==> config.mk <==
export PLATFORM = sky130hd
export DESIGN_NAME = disp_bcd_sequencer
export DESIGN_NICKNAME = d
export VERILOG_FILES = /design/src/rtl/disp_bcd_sequencer.sv
export SDC_FILE = /design/constraint.sdc
export NUM_CORES = 1
export LEC_CHECK = 0
export ABC_AREA = 1
export CAP_MARGIN = 0
export CORE_MARGIN = 10
export CORE_UTILIZATION = 40
export DETAILED_ROUTE_END_ITERATION = 10
export PLACE_DENSITY = 0.63
export SLEW_MARGIN = 40
export SYNTH_ARGS = -nofsm -noshare
export SYNTH_HDL_FRONTEND = slang
export SYNTH_SLANG_ARGS = --single-unit
==> constraint.sdc <==
create_clock -name clk -period 15.2 [get_ports clk]
set_input_delay 4.56 -clock clk [delete_from_list [all_inputs] [get_ports clk]]
set_output_delay 4.56 -clock clk [all_outputs]
set_load 0.01 [all_outputs]
==> src/rtl/disp_bcd_sequencer.sv <==
// Binary-to-BCD sequencer with a serial double-dabble engine and an 8-digit scan multiplexer.
// Optional leading-zero blanking is built when LEADING_ZERO_BLANK_EN is defined.
module disp_bcd_sequencer #(
    parameter int SCAN_DIV_W = 15,
    parameter int DATA_W     = 28
) (
    input  logic              clk,
    input  logic              rst,
    input  logic [DATA_W-1:0] data_in,
    input  logic              data_valid,
    output logic              data_ready,
    output logic              busy,
    output logic              ovf,
    output logic [7:0]        digit_sel,
    output logic [3:0]        digit_val,
    output logic              digit_blank
);

    localparam int                CNT_W     = SCAN_DIV_W + 3;
    localparam logic [DATA_W-1:0] MAX_VAL   = DATA_W'(99_999_999);
    localparam logic [4:0]        LAST_ITER = 5'(DATA_W);

    typedef enum logic [1:0] {IDLE, CONV, COMMIT} state_t;

    state_t               state, state_nxt;
    logic [DATA_W+31:0]   sh;
    logic [DATA_W+31:0]   sh_shift;
    logic [31:0]          bcd_adj;
    logic [31:0]          disp;
    logic [4:0]           iter;
    logic                 ovf_pend;
    logic                 accept;
    logic                 over;
    logic [CNT_W-1:0]     scan_cnt;
    logic [2:0]           idx;

    assign data_ready = (state == IDLE);
    assign busy       = (state != IDLE);
    assign accept     = data_valid & data_ready;
    assign over       = (data_in > MAX_VAL);
    assign idx        = scan_cnt[CNT_W-1 -: 3];

    // NOTE: combinational blocks assign a default first so no latch is inferred.
    always_comb begin
        state_nxt = state;
        case (state)
            IDLE:    if (accept) state_nxt = CONV;
            CONV:    if (iter == LAST_ITER) state_nxt = COMMIT;
            COMMIT:  state_nxt = IDLE;
            default: state_nxt = IDLE;
        endcase
    end

    // Add-3 correction on every nibble that will reach 10 or more after the shift.
    always_comb begin
        bcd_adj = '0;
        for (int i = 0; i < 8; i++) begin
            bcd_adj[4*i +: 4] = (sh[DATA_W + 4*i +: 4] >= 4'd5) ? sh[DATA_W + 4*i +: 4] + 4'd3
                                                                 : sh[DATA_W + 4*i +: 4];
        end
    end

    assign sh_shift = {bcd_adj, sh[DATA_W-1:0]} << 1;

    // NOTE: state is updated with non-blocking assignments so every register samples pre-edge values.
    always_ff @(posedge clk or posedge rst) begin
        if (rst) state <= IDLE;
        else     state <= state_nxt;
    end

    // The display and ovf load together on the edge that enters COMMIT, so a partial result never shows.
    always_ff @(posedge clk or posedge rst) begin
        if (rst) begin
            sh       <= '0;
            iter     <= '0;
            ovf_pend <= 1'b0;
            disp     <= '0;
            ovf      <= 1'b0;
        end else begin
            case (state)
                IDLE: begin
                    if (accept) begin
                        sh       <= {32'd0, (over ? MAX_VAL : data_in)};
                        ovf_pend <= over;
                        iter     <= '0;
                    end
                end
                CONV: begin
                    if (iter != LAST_ITER) begin
                        sh   <= sh_shift;
                        iter <= iter + 5'd1;
                    end else begin
                        disp <= sh[DATA_W+31:DATA_W];
                        ovf  <= ovf_pend;
                    end
                end
                default: ;
            endcase
        end
    end

`ifdef LEADING_ZERO_BLANK_EN
    logic [7:0] blank_vec;

    // A digit is blank when it and every digit above it are zero; digit 0 always shows.
    always_comb begin
        blank_vec = '0;
        for (int i = 1; i < 8; i++) begin
            blank_vec[i] = ((disp >> (4*i)) == 32'd0);
        end
    end
`endif

    always_ff @(posedge clk or posedge rst) begin
        if (rst) begin
            scan_cnt    <= '0;
            digit_sel   <= 8'h01;
            digit_val   <= 4'd0;
            digit_blank <= 1'b0;
        end else begin
            scan_cnt  <= scan_cnt + CNT_W'(1);
            digit_sel <= 8'(1) << idx;
            digit_val <= disp[4*idx +: 4];
`ifdef LEADING_ZERO_BLANK_EN
            digit_blank <= blank_vec[idx];
`else
            digit_blank <= 1'b0;
`endif
        end
    end

endmodule
==> impl_results.md <==
* Final hold vios at 0
* Power per cell area at 204.0 nW/um^2
* Reg area at approximately 3300 sq um
* DRT Wirelength at 13,460 um
* Area delta synth->final at 18.70%
* All-Layer GR Usage at 12.81%
* Worst-Skew Late Latency at 410 ps
* CTS H-tree depth at 4
* Clk root buf: clkbuf_16
* Remaining DRCs at 0
* Largest area contributor in the netlist: dfrtp_1
* Top cell type's share of synthesized area at about half
* Rel. slew slack at approximately half
* GR Util met2 at 19.82%
* Post-synth EDFFs at 0
* Initial Utilization at between 40% and 50%
* Cell leakage power at approximately 0.0036 uW
* Min cycle time layout at 6111 ps
* CP max FO at 3
* Sink Count at 131
* Crit. End Element: output pin
* Global placement routability congestion at 0.7628
* Syn_nets at 823
* Worst path top cell family by delay: buffers and inverters
* CTS resizes at 0
* Status: completed
* Initial drt markers at 271
* GRT met3 Usage at 3.716%
* WL/cell at 12.96 um
* Post-Syn Area at roughly 6500 sq um
* Via density per instance at 4.857
* Final worst-path cycle share at between 40 and 50%
* Multi-input logic area at 2694 sq um
* Synth unique cells at 37
* Placed insts at slightly above 1,000
* Hold Path Class: reg2reg
* Design area at 7695 sq um
* Non-filler cells, final at 1,038
* Vias in the first global route at 4,930
* Gr ovfl total at 0
* Slew @ Worst Pin at around 720 ps
* Share of post-route cells with drive strength above 1 at 7.299%
* CTS clk-pin slew, worst paths at 50 ps
* Fill cells at approximately 1,600
* Clock Skew at 7.205 ps
* WP data required at 10,640 ps
* Die Ht at 147.3 um
* Startpoint Class: register
* Finish-stage setup viols at 0
* Unrepaired setup endpoints after global routing: false
* CTS Hold Bufs at 0
* Max rail drop VDD at 0.00009712 V
* Post-DP HPWL at 8885 um
* CTS tree: yes
* Crit path buf inv count at 1
* CTS Buffer Depth at 2
* CP Data Arrival Time at roughly 1600 ps
* Initial antenna violation count at 0
* Via Count at between 5,000 and 6,000
* Post-CTS setup repair buffer count at 0
* TritonRoute pass-1 iters at 4
* Fin Setup TNS at 0 ps
* Max-slew violations at 0
* Sequential area share after synthesis at around half
* Port bufs at 45
* N_diodes at 0
* Pin count of the biggest net entering global routing at 73
* Ys Warns at 0
* Max incr delay on CP at 570 ps
* Cell area after placement at 7061 sq um
* Crit-path slowest cell: clkdlybuf4s50_1
* Post-synthesis async set-or-reset flop share at between 90% and 100%
* CP Class: reg2out
* Die width at 147.3 um
* Met1 Use GR at about 17%
* Fmax at ~160 MHz
* Io pins at 47
* Synth Instances at around 770
* Most Crowded Layer GR: met2
* Final ANT Viol Nets at 0
* Cell Rows at 46
* Synth top area cells: dfrtp_1 50%, nand2_1 10%, nor2_1 5.3%, inv_1 5.0%, o21ai_0 3.9%
* Core Box Area at approximately 16,000 sq um
* Critical path, cell by cell: nor2_1 > clkdlybuf4s50_1
* Avg Inst Size Synth at 8.386 sq um
* Synth Register Bits at 131
* Die area at 21,700 sq um
* Top_reg_cell synth: dfrtp_1
* Nets at 859
* First-pass GRT wire length at 23,120 um
* Num CTS Buffers at 17
* Number of max-cap violations at 0
## per-layer routing
| layer | routed length (um) | share of wire, % |
|---|---|---|
| met2 | 6012 | 45 |
| met1 | 6695 | 50 |
| met4 | 182 | 1.4 |
| met5 | 0 | 0 |
| met3 | 566 | 4.2 |
## synthesized netlist by cell type, types with 3 or more instances
| library cell | n |
|---|---|
| nand4_1 | 39 |
| nand3_1 | 16 |
| inv_1 | 86 |
| buf_2 | 18 |
| nor2_1 | 91 |
| xor2_1 | 17 |
| a31oi_1 | 5 |
| ha_1 | 19 |
| dfrtp_1 | 130 |
| a22oi_1 | 5 |
| nand2_1 | 177 |
| xnor2_1 | 5 |
| or2_2 | 7 |
| clkbuf_1 | 7 |
| nor2_4 | 3 |
| o21ai_0 | 50 |
| o22ai_1 | 23 |
| buf_6 | 3 |
| o21ai_1 | 31 |
| a21oi_1 | 18 |
| inv_2 | 3 |
## metrics by stage
step / hold WS [ps] / power [uW] / util (%) / setup slack (ps)
finish: 458.6 / 1570 / 48.44 / 9089
global route: 492.4 / 1709 / 48.44 / 8992
CTS: 461.4 / 1584 / 48.44 / 9057
detailed placement: 452.1 / 1142 / 44.45 / 8790
global placement: 441.9 / 1125 / 44.42 / 8669
floorplan: 421.4 / 1009 / - / 7144
## layout make-up
type                    count  area share, %
flip-flops and latches    131          42.62
multi-input cells         521          35.01
repair buffers             47          6.049
clock buffers              19          5.886
inverters                  91          4.569
well taps                 216          3.512
clock inverters            13          2.358
## state kept, by name (all words and copies together), names as in the netlist
register	flops
state	2
ovf_pend	1
ovf	1
sh	60
digit_sel	8
digit_val	4
disp	32
scan_cnt	18
iter	5
## path summary, 6_finish.rpt
check | start | end | slack, ps | cells after the start
max | state[1]$_DFFE_PP0P_ | data_ready | 9090 | 2
min | scan_cnt[0]$_DFF_PP0_ | scan_cnt[0]$_DFF_PP0_ | 460 | 1
max reg2reg | state[1]$_DFFE_PP0P_ | sh[12]$_DFFE_PP0P_ | 12510 | 8
min reg2reg | scan_cnt[0]$_DFF_PP0_ | scan_cnt[0]$_DFF_PP0_ | 460 | 1
max in group asynchronous | rst | disp[3]$_DFFE_PP0P_ | 9380 | 3
min in group asynchronous | rst | sh[21]$_DFFE_PP0P_ | 4640 | 2
## report_power, final
group / internal (uW) / switching (uW) / total [uW]
combinational: 216 / 358 / 574
sequential: 487 / 76.2 / 563
clock: 282 / 151 / 433
total: 985 / 585 / 1570
## cells in the final DEF, fill, tap and decap left out, types with 3 or more instances in the layout
cell type        count
nand2_1            177
dfrtp_1            130
nor2_1              91
inv_1               85
o21ai_0             50
clkdlybuf4s50_1     45
nand4_1             39
o21ai_1             31
o22ai_1             23
ha_1                19
a21oi_1             18
xor2_1              17
clkbuf_16           17
nand3_1             16
or2_2                7
xnor2_1              5
a22oi_1              5
a31oi_1              5
clkinvlp_4           5
bufinv_16            4
nor2_4               3
clkinv_2             3
## logic make-up after synthesis
logic type	after synthesis	synth area share, %
AND/OR/NAND/NOR	343	23.35
AO/OA/AOI/OAI	136	11.50
flip-flops	131	50.59
buffers and inverters	121	7.856
XOR/XNOR	22	2.972
adder cells (fa/ha/maj)	19	3.667
other	1	0.05785
Power figures use the tool's default switching activity.
